File: config.mk
export PLATFORM = sky130hd
export DESIGN_NAME = vga_display_ctrl
export DESIGN_NICKNAME = d
export VERILOG_FILES = /design/src/rtl/vga_display_ctrl.sv
export SDC_FILE = /design/constraint.sdc
export NUM_CORES = 1
export LEC_CHECK = 0
export BUFFER_PORTS_ARGS = -buffer_cell sky130_fd_sc_hd__buf_2
export CAP_MARGIN = 20
export CORE_MARGIN = 2
export CORE_UTILIZATION = 45
export CTS_CLUSTER_DIAMETER = 50
export DETAILED_ROUTE_END_ITERATION = 8
export GPL_TIMING_DRIVEN = 0
export HOLD_SLACK_MARGIN = 0.06
export PLACE_DENSITY_LB_ADDON = 0.25
export SYNTH_ARGS = -nofsm -noshare
export SYNTH_HDL_FRONTEND = slang
export SYNTH_SLANG_ARGS = --single-unit
File: constraint.sdc
create_clock -name vclk -period 6.05 [get_ports vclk]
set_input_delay 1.815 -clock vclk [delete_from_list [all_inputs] [get_ports vclk]]
set_output_delay 1.815 -clock vclk [all_outputs]
set_load 0.02 [all_outputs]
File: src/rtl/vga_display_ctrl.sv
// vga_display_ctrl
//   Raster-scan generator and VGA pin driver. Produces the scan position
//   (hcount/vcount) plus vsync, frame and blank aligned with it. It accepts
//   the RGB332 pixel that the game logic returns PIXEL_LAT clocks later. The
//   raw syncs and blank are delayed by PIXEL_LAT stages so that they meet that
//   pixel in the registered output stage.
//
// Ports
//   vclk    in   pixel clock
//   rst     in   asynchronous active-low reset
//   pixel   in   [7:5] red, [4:2] green, [1:0] blue
//   hcount  out  horizontal position 0..H_TOTAL-1
//   vcount  out  line 0..V_TOTAL-1
//   vsync   out  vertical sync aligned with the counts, polarity applied
//   frame   out  one-clock pulse at (0, V_ACTIVE): start of vertical blank
//   blank   out  1 outside the visible area, aligned with the counts
//   vga_hs  out  registered hsync pin, delayed to match RGB
//   vga_vs  out  registered vsync pin, delayed to match RGB
//   vga_r   out  registered red
//   vga_g   out  registered green
//   vga_b   out  registered blue
module vga_display_ctrl #(
    parameter int H_ACTIVE  = 800,
    parameter int H_FP      = 56,
    parameter int H_SYNC    = 120,
    parameter int H_BP      = 64,
    parameter int V_ACTIVE  = 600,
    parameter int V_FP      = 37,
    parameter int V_SYNC    = 6,
    parameter int V_BP      = 23,
    parameter bit SYNC_POL  = 1'b1,
    parameter int PIXEL_LAT = 1
) (
    input  logic        vclk,
    input  logic        rst,
    input  logic [7:0]  pixel,
    output logic [10:0] hcount,
    output logic [9:0]  vcount,
    output logic        vsync,
    output logic        frame,
    output logic        blank,
    output logic        vga_hs,
    output logic        vga_vs,
    output logic [2:0]  vga_r,
    output logic [2:0]  vga_g,
    output logic [1:0]  vga_b
);

    localparam int H_TOTAL  = H_ACTIVE + H_FP + H_SYNC + H_BP;
    localparam int V_TOTAL  = V_ACTIVE + V_FP + V_SYNC + V_BP;
    localparam int HS_START = H_ACTIVE + H_FP;
    localparam int HS_END   = HS_START + H_SYNC;
    localparam int VS_START = V_ACTIVE + V_FP;
    localparam int VS_END   = VS_START + V_SYNC;

    generate
        if (PIXEL_LAT < 0 || PIXEL_LAT > 4 ||
            H_ACTIVE == 0 || H_FP == 0 || H_SYNC == 0 || H_BP == 0 ||
            V_ACTIVE == 0 || V_FP == 0 || V_SYNC == 0 || V_BP == 0) begin : g_bad_params
            $error("vga_display_ctrl: PIXEL_LAT must be 0..4 and all timing fields non-zero");
        end
    endgenerate

    // ------------------------------------------------------------------
    // Scan counters
    // ------------------------------------------------------------------
    logic [10:0] h_nxt;
    logic [9:0]  v_nxt;
    logic        hs_raw;   // active-true, aligned with the counts
    logic        vs_raw;

    always_comb begin
        h_nxt = hcount + 11'd1;
        v_nxt = vcount;
        if (hcount == 11'(H_TOTAL - 1)) begin
            h_nxt = 11'd0;
            v_nxt = (vcount == 10'(V_TOTAL - 1)) ? 10'd0 : vcount + 10'd1;
        end
    end

    // The flags are computed from the next count values so that, once
    // registered, they describe the same position as hcount/vcount.
    always_ff @(posedge vclk or negedge rst) begin
        if (!rst) begin
            hcount <= 11'd0;
            vcount <= 10'd0;
            hs_raw <= 1'b0;
            vs_raw <= 1'b0;
            blank  <= 1'b0;
            frame  <= 1'b0;
        end else begin
            hcount <= h_nxt;
            vcount <= v_nxt;
            hs_raw <= (h_nxt >= 11'(HS_START)) && (h_nxt < 11'(HS_END));
            vs_raw <= (v_nxt >= 10'(VS_START)) && (v_nxt < 10'(VS_END));
            blank  <= (h_nxt >= 11'(H_ACTIVE)) || (v_nxt >= 10'(V_ACTIVE));
            frame  <= (h_nxt == 11'd0) && (v_nxt == 10'(V_ACTIVE));
        end
    end

    assign vsync = SYNC_POL ? vs_raw : ~vs_raw;

    // ------------------------------------------------------------------
    // Delay line: PIXEL_LAT stages, so that sync/blank meet the pixel that
    // belongs to the same position at the output register.
    // ------------------------------------------------------------------
    logic d_hs, d_vs, d_blank;

    generate
        if (PIXEL_LAT == 0) begin : g_no_dly
            assign d_hs    = hs_raw;
            assign d_vs    = vs_raw;
            assign d_blank = blank;
        end else begin : g_dly
            logic [PIXEL_LAT-1:0] p_hs, p_vs, p_blank;

            always_ff @(posedge vclk or negedge rst) begin
                if (!rst) begin
                    p_hs    <= '0;
                    p_vs    <= '0;
                    p_blank <= '1;
                end else begin
                    p_hs    <= (p_hs    << 1) | PIXEL_LAT'(hs_raw);
                    p_vs    <= (p_vs    << 1) | PIXEL_LAT'(vs_raw);
                    p_blank <= (p_blank << 1) | PIXEL_LAT'(blank);
                end
            end

            assign d_hs    = p_hs[PIXEL_LAT-1];
            assign d_vs    = p_vs[PIXEL_LAT-1];
            assign d_blank = p_blank[PIXEL_LAT-1];
        end
    endgenerate

    // ------------------------------------------------------------------
    // Output register
    // ------------------------------------------------------------------
    always_ff @(posedge vclk or negedge rst) begin
        if (!rst) begin
            vga_hs <= ~SYNC_POL;
            vga_vs <= ~SYNC_POL;
            vga_r  <= 3'd0;
            vga_g  <= 3'd0;
            vga_b  <= 2'd0;
        end else begin
            vga_hs <= SYNC_POL ? d_hs : ~d_hs;
            vga_vs <= SYNC_POL ? d_vs : ~d_vs;
            vga_r  <= d_blank ? 3'd0 : pixel[7:5];
            vga_g  <= d_blank ? 3'd0 : pixel[4:2];
            vga_b  <= d_blank ? 2'd0 : pixel[1:0];
        end
    end

endmodule

==> results.toml, run 1 <==
[power]
swShare_pct = 18.3
ir_drop_v = 0.000105
pwr-share-clk_pct = 49.1
pwr-share-seq_pct = 48.0
power_frac_comb_pct = 2.9
cellLeakagePower_nw = 1.13
internal_power_w = 0.000437
p_sw_w = 0.0000980
cellPowerDensity_nw_per_um2 = 216

[clock_tree]
cts_hold_buffers = 0
worst_skew_pair.late_latency_ps = 290
cts-root-buf = "clkbuf_8"
cts_buffer_depth = 2
cts_buffers = 5
post_cts_buffers = 0
path_clk_slew_ps = 80
cts_resized = 0
clock-sinks = 38
htreeDepth = 2
cts_tree = "yes"

[finish]
final_cell_mix = "buf_2, dfrtp_1, nand2_1, nand3_1, nor2b_1"
layout_commonest_cell = "buf_2"
antenna_cells = 0
utilization_pct = 56.4
drive_gt1_share_pct = 30.6
layout.nets = 260
syn_to_final_growth_pct = 20.6

[sta]
final_max_slew_viol_count = 0
fmax_mhz = 352
rsz0062_at_grt = "no"
finalCritPeriodShare_pct = 46.9
whs_ps = 353
skew_ps = 6.57
finalSetupTns_ps = 0
setup_violations = 0
tightest_slew_ps = 809
min_period_ps = 2840
final_hold_viol_count = 0
max_slew_margin_pct = 46.1

[drt]
drc = 0
routed_wirelength_mm = 4.29
vias_per_cell = 5.52
postRouteAntennaNets = 0
drtPass1Iterations = 4
drtIter0Drc = 73
wl_per_cell_um = 14.3
num_vias = 1657

[synthesis]
yosys-top-cells-area = "dfrtp_1, nand3_1, xnor2_1, nand2_1, nor2b_1"
synth_cell_type_count = 56
syn_area_sq_um = 2050
synth_flop_cell = "dfrtp_1"
synth-seq-cells = 38
synth_top_area_cell = "dfrtp_1"
synth_edf_count = 0
synth-seq-area-share_pct = 46.4
synthesis.nets = 210
async_reset_ff_share_pct = 100
avgSynthCellArea_sq_um = 10.4
synth_top_cell_area_share_pct = 45.1
netlist_instances = 197
yosysWarnings = 0

[outcome]
status = "completed"

[hold_path]
min_path_type = "flop to flop"

[critical_path]
crit_fanout = 11
crit_type = "flop to output pin"
cp-end-kind = "output pin"
arrival_ps = 1020
worst_path_max_delay_cell = "dfrtp_1"
cp_data_required_time_ps = 4240
slowest_delay_ps = 510
cp_top_family = "flip-flops"
worst-path-buf-inv = 1
crit_chain = "buf_2"
setup.worst_path.start_class = "flop"

[die]
num_rows = 24
dieHeight_um = 71.5
die_x_um = 71.5
coreArea_sq_um = 4380
start_util_pct = 46.8
pin_count = 44
die_area_sq_um = 5120

[global_route]
grt-ovfl-total = 0
grt.total_usage_pct = 18.1
antenna_found_initial = 0
first_global_vias = 1529
grt_pass1_wl_mm = 7.29
grt_max_degree = 39

[run]
drv_cap = 0

[place]
hpwlAfterDp_mm = 3.12
place_congestion = 0.872
io_buffers = 43
-- synth_stat cells, types with 3 or more instances --
| master | n |
|---|---|
| nor3_1 | 7 |
| buf_2 | 4 |
| inv_1 | 7 |
| nor4_1 | 4 |
| dfrtp_1 | 37 |
| o21ai_0 | 5 |
| o21a_1 | 3 |
| a31oi_1 | 3 |
| o211ai_1 | 4 |
| xor2_1 | 3 |
| nand4_1 | 5 |
| and3_1 | 7 |
| ha_1 | 3 |
| nand3_1 | 13 |
| buf_4 | 5 |
| nor2b_1 | 8 |
| or4_1 | 3 |
| nor2_1 | 6 |
| xnor2_1 | 7 |
| nand2_1 | 16 |
| a21oi_1 | 5 |
-- logic make-up (layout without fill, tap and decap cells) --
group	count (synthesis)	after routing	synth area share (%)
XOR/XNOR	10	10	4.27
AND/OR/NAND/NOR	89	89	27.8
buffers and inverters	18	69	4.45
AO/OA/AOI/OAI	38	38	14.8
flip-flops	38	38	46.4
adder cells (fa/ha/maj)	3	3	1.83
multiplexers	1	1	0.488
-- sequential cells by signal, indices dropped and copies added, names as in the netlist, 2 cells and up --
register	count
hcount	11
vcount	10
vga_g	3
vga_r	3
vga_b	2
-- per-stage QoR --
| stage | total power [W] | cells | setup WS, ps | area [sq um] |
|---|---|---|---|---|
| global placement | 0.000278 | 292 | 3530 | 2330 |
| floorplan | 0.000268 | 197 | 3690 | 2050 |
| detailed placement | 0.000278 | 292 | 3520 | 2330 |
| CTS | 0.000544 | 300 | 3190 | 2470 |
| global route | 0.000555 | 300 | 3130 | 2470 |
| finish | 0.000535 | 300 | 3210 | 2470 |
-- routing by layer --
metal / up-vias / track usage [%] / share of wire [%]
li1: 830 / - / -
met1: 763 / 26.0 / 48
met2: 59 / 26.5 / 44
met3: 5 / 4.50 / 6.6
met4: 0 / 6.92 / 1.5
met5: - / 0 / 0
-- cell type report --
cell class,count,area [sq um]
timing repair buffer,43,215
clock buffer,6,82.6
multi-input combinational,141,1010
buffer,11,65.1
tap,52,65.1
inverter,7,26.3
sequential,38,952
fill,396,1910
clock inverter,2,60.1
-- path summary, 6_finish.rpt --
kind	cells past startpoint	from	slack, ps	end
worst max-delay path	1	vcount[0]	3210	vcount[0]
worst min-delay path	0	hs_raw	350	d_hs
worst max register to register	9	hcount[0]	3550	frame
worst min register to register	0	hs_raw	350	d_hs
max in group asynchronous	1	rst	3930	vga_vs
min in group asynchronous	1	rst	1610	vga_hs
-- power by group through the flow --
stage,registers (W),clock network [W],logic (W)
after CTS,0.000257,0.000271,0.0000159
after floorplan,0.000266,0,0.00000173
final,0.000257,0.000263,0.0000153
after global placement,0.000262,0,0.0000158
after detailed placement,0.000262,0,0.0000158
after global routing,0.000257,0.000280,0.0000177
Note: power is estimated with default switching activity, not from simulation.
==> inputs of run 2 (changes only) <==
==> constraint.sdc (replaced) <==
create_clock -name vclk -period 2.41 [get_ports vclk]
set_input_delay 0.723 -clock vclk [delete_from_list [all_inputs] [get_ports vclk]]
set_output_delay 0.723 -clock vclk [all_outputs]
set_load 0.02 [all_outputs]
==> run 2 against run 1 <==
Compared with the run above:
- flip-flop and latch count is the same
- critical path depth grew 7
- clock power rose to 2.5 times the previous value
- register-to-register slack got worse by 3500 ps
- combinational power is 150% higher
- hold slack barely moved
- final area increased by 4.3%
- utilization is 2.4 points higher
- largest power group unchanged
==> results.toml, run 2 (synthesis gave the netlist of run 1 again) <==
[drt]
drtIter0Drc = 92
postRouteAntennaNets = 0
drtPass1Iterations = 4
vias_per_cell = 5.55
drc = 0
routed_wirelength_mm = 4.39
wl_per_cell_um = 14.3
num_vias = 1709

[hold_path]
min_path_cells = 0
hold_end = "d_hs"
min_from = "hs_raw"
min_path_type = "flop to flop"

[critical_path]
cp-end-kind = "flop"
crit_type = "flop to flop"
r2r_end = "frame"
crit_fanout = 3
setup.worst_path.start_class = "flop"
r2r_start = "vcount[1]"
arrival_ps = 2540
r2r_slack_ps = 70
reg2reg_depth = 8
cp_data_required_time_ps = 2610

[clock_tree]
clock-sinks = 38
cts_buffer_depth = 2
cts_tree = "yes"
cts_hold_buffers = 0
cts-root-buf = "clkbuf_8"
path_clk_slew_ps = 70
cts_buffers = 5
worst_skew_pair.late_latency_ps = 290
htreeDepth = 2

[sta]
min_period_ps = 2340
finalCritPeriodShare_pct = 96.9
fmax_mhz = 428
rsz0062_at_grt = "yes"
final_hold_viol_count = 0
setup_violations = 0
final_max_slew_viol_count = 0
max_slew_margin_pct = 46.5
tightest_slew_ps = 803
skew_ps = 6.40

[power]
internal_power_w = 0.00110
cellPowerDensity_nw_per_um2 = 521
pwr-share-clk_pct = 49.1
power_frac_comb_pct = 2.8
swShare_pct = 18.3
cellLeakagePower_nw = 1.17
ir_drop_v = 0.000247
p_sw_w = 0.000245
pwr-share-seq_pct = 48.0

[finish]
syn_to_final_growth_pct = 25.8
n_fill_cell = 385
layout.nets = 268
antenna_cells = 0
utilization_pct = 58.9
drive_gt1_share_pct = 37.1
biggestRegsByFlops = "hcount: 11 flops, vcount: 10 flops"
largest_reg_flops = 11
layout_commonest_cell = "buf_2"
regMostFlops = "hcount"
final_cell_mix = "buf_2, dfrtp_1, nand2_1, nand3_1, buf_4"
stdcell_count = 308

[die]
num_rows = 24
pin_count = 44
dieHeight_um = 71.5
coreArea_sq_um = 4380
die_x_um = 71.5
start_util_pct = 46.8
die_area_sq_um = 5120

[global_route]
grt-ovfl-total = 0
grt.total_usage_pct = 18.3
antenna_found_initial = 0
first_global_vias = 1533
grt_max_degree = 39
grt_pass1_wl_mm = 7.35

[place]
place_inst = 292
place_congestion = 0.872
io_buffers = 43
hpwlAfterDp_mm = 3.12

[run]
drv_cap = 0

[outcome]
status = "completed"
run 2: routing by layer:
metal	GRT usage (%)	vias to the layer above	routed length, um
met1	26.3	803	2110
met4	6.92	0	63
met5	0	-	0
met3	4.50	6	289
li1	-	846	-
met2	26.7	54	1930
run 2: worst max path at each step:
stage               startpoint     to  slack, ps
floorplan            vcount[0]  frame         50
global placement     hcount[0]  frame        -20
global route         vcount[1]  frame        -40
finish               vcount[1]  frame         70
CTS                  vcount[1]  frame         30
detailed placement   hcount[0]  frame        -20
run 2: critical path, stage by stage, from the launching register on:
cell and delay (ps):
dfrtp_2 400, inv_1 70, ha_1 120, or3b_4 380
or3_4 400, a31oi_4 160, nand4b_1 100, or4_1 420
nor4_2 210
run 2: power groups by stage:
stage          combinational, W  clock (W)  sequential (W)
4_1_cts               0.0000400   0.000680        0.000645
2_1_floorplan        0.00000433          0        0.000668
3_5_place_dp          0.0000398          0        0.000658
6_report              0.0000382   0.000660        0.000645
3_3_place_gp          0.0000396          0        0.000658
5_1_grt               0.0000443   0.000703        0.000645
run 2: final cells by class:
class	instances	area [sq um]	area share, %
clock inverter	2	60.1	2.33
sequential	38	955	37.0
buffer	11	73.8	2.86
timing repair buffer	51	275	10.7
multi-input combinational	141	1040	40.4
inverter	7	26.3	1.02
clock buffer	6	82.6	3.20
tap	52	65.1	2.52
run 2: repair_timing:
action	4_1_cts	5_1_grt
resized for setup	4	11
pin swaps	0	5
cloned	0	0
setup endpoints to repair	2	3
setup buffers	2	6
run 2: stage by stage:
stage	power (W)	setup TNS [ps]	worst slack (ps)	hold WS [ps]	cell area, sq um
3_5_place_dp	0.000697	-24.7	-24.7	339	2330
6_report	0.00134	0	74.5	353	2580
5_1_grt	0.00139	-56.6	-43.0	368	2580
4_1_cts	0.00136	0	25.8	356	2500
3_3_place_gp	0.000697	-18.9	-18.9	331	2330
2_1_floorplan	0.000672	0	46.4	331	2050
==> inputs of run 3 (changes only) <==
--- a/config.mk
+++ b/config.mk
@@ -5,10 +5,13 @@
 export SDC_FILE = /design/constraint.sdc
 export NUM_CORES = 1
 export LEC_CHECK = 0
+export ABC_CLOCK_PERIOD_IN_PS = 2410
 export BUFFER_PORTS_ARGS = -buffer_cell sky130_fd_sc_hd__buf_2
 export CAP_MARGIN = 20
+export CELL_PAD_IN_SITES_DETAIL_PLACEMENT = 0
+export CELL_PAD_IN_SITES_GLOBAL_PLACEMENT = 1
 export CORE_MARGIN = 2
-export CORE_UTILIZATION = 45
+export CORE_UTILIZATION = 38
 export CTS_CLUSTER_DIAMETER = 50
 export DETAILED_ROUTE_END_ITERATION = 8
 export GPL_TIMING_DRIVEN = 0
==> run 3 against run 2 <==
Compared with the run above:
- maximum frequency increased by 0.60%
- clock skew grew 6.8 ps
- combinational power rose by 3%
- highest routed layer unchanged
- sequential share of layout area increased by 0.51 points
==> results.toml, run 3 (synthesis gave the netlist of run 1 again) <==
[sta]
max_slew_margin_pct = 44.3
setup_violations = 0
fmax_mhz = 431
skew_ps = 13.2
whs_ps = 352
min_period_ps = 2320
finalCritPeriodShare_pct = 96.3
rsz0062_at_grt = "yes"
tightest_slew_ps = 835
final_max_slew_viol_count = 0
finalSetupTns_ps = 0
final_hold_viol_count = 0

[finish]
biggestRegsByFlops = "hcount: 11 flops, vcount: 10 flops"
n_fill_cell = 476
layout.nets = 264
stdcell_count = 322
final_cell_mix = "buf_2, dfrtp_1, nand2_1, nand3_1, buf_4"
antenna_cells = 0
syn_to_final_growth_pct = 24.1
largest_reg_flops = 11
utilization_pct = 49.2
layout_commonest_cell = "buf_2"
drive_gt1_share_pct = 35.3
regMostFlops = "hcount"

[critical_path]
worst-path-buf-inv = 1
slowest_delay_ps = 420
worst_path_max_delay_cell = "dfrtp_2"
crit_type = "flop to flop"
crit_fanout = 4
arrival_ps = 2520
cp_data_required_time_ps = 2610
cp_top_family = "simple AND/OR/NAND/NOR gates"
crit_chain = "inv_1 > ha_1 > or3b_4 > or3_4 > a31oi_4 > nand4b_1 > or4_1 > nor4_2"
setup.worst_path.start_class = "flop"
cp-end-kind = "flop"

[drt]
routed_wirelength_mm = 4.59
drc = 0
vias_per_cell = 5.31
wl_per_cell_um = 14.2
postRouteAntennaNets = 0
drtPass1Iterations = 4
num_vias = 1709
drtIter0Drc = 63

[place]
place_congestion = 0.771
io_buffers = 43
place_inst = 310
hpwlAfterDp_mm = 3.34

[power]
ir_drop_v = 0.000260
cellLeakagePower_nw = 1.15
total_power_w = 0.00134
cellPowerDensity_nw_per_um2 = 527

[die]
num_rows = 26
dieHeight_um = 77.5
coreArea_sq_um = 5170
die_area_sq_um = 6000
die_x_um = 77.5
pin_count = 44
start_util_pct = 39.7

[clock_tree]
htreeDepth = 2
path_clk_slew_ps = 90
cts_buffer_depth = 2
cts_buffers = 5
cts-root-buf = "clkbuf_8"
cts_hold_buffers = 0
cts_tree = "yes"
worst_skew_pair.late_latency_ps = 290
clock-sinks = 38

[global_route]
grt.total_usage_pct = 16.1
grt-ovfl-total = 0
grt_pass1_wl_mm = 7.80
first_global_vias = 1588
antenna_found_initial = 0
grt_max_degree = 39

[run]
drv_cap = 0

[hold_path]
min_path_type = "flop to flop"

[outcome]
status = "completed"
run 3: worst reg2reg max path, stage by stage, from the launching register on:
cell and delay, ps:
dfrtp_2 420, inv_1 70, ha_1 130, or3b_4 390, or3_4 370, a31oi_4 190, nand4b_1 110, or4_1 420
nor4_2 130
run 3: cell type report:
class | instances | area (sq um) | share of cell area, %
multi-input cells | 141 | 1030 | 40.4
flip-flops and latches | 38 | 955 | 37.5
repair buffers | 47 | 245 | 9.63
well taps | 70 | 87.6 | 3.44
clock buffers | 5 | 68.8 | 2.70
clock inverters | 3 | 68.8 | 2.70
plain buffers | 11 | 66.3 | 2.60
inverters | 7 | 26.3 | 1.03
run 3: timing repair:
action	CTS	global route
gates resized for setup	5	5
pin swaps	0	2
setup buffers	2	2
endpoints found under the setup margin	3	1
run 3: path summary, 6_finish.rpt:
path                            depth (start not counted)      start         to  slack, ps
worst max-delay path                                    8  vcount[1]      frame         90
worst min-delay path                                    0     hs_raw       d_hs        350
worst max register to register                          8  vcount[1]      frame         90
worst min register to register                          0     hs_raw       d_hs        350
max in group asynchronous                               1        rst  vcount[1]       1320
min in group asynchronous                               1        rst      vsync        530
run 3: metal layers:
layer	global-route usage [%]	wire [um]	up-vias
met4	5.00	60	0
met1	24.1	2340	816
met5	0	0	-
li1	-	-	836
met3	4.30	242	7
met2	22.5	1950	50
run 3: where the power goes:
group          switching (W)  internal (W)
Sequential        0.00000131      0.000644
Combinational      0.0000263     0.0000129
Clock               0.000242      0.000415
Total               0.000270       0.00107
run 3: per-stage QoR:
step                      setup slack (ps)  instance area, sq um
final                                 88.4                  2550
after global routing                 -50.6                  2550
after CTS                             16.8                  2520
after detailed placement             -79.3                  2350
after global placement               -54.8                  2350
after floorplan                       46.4                  2050
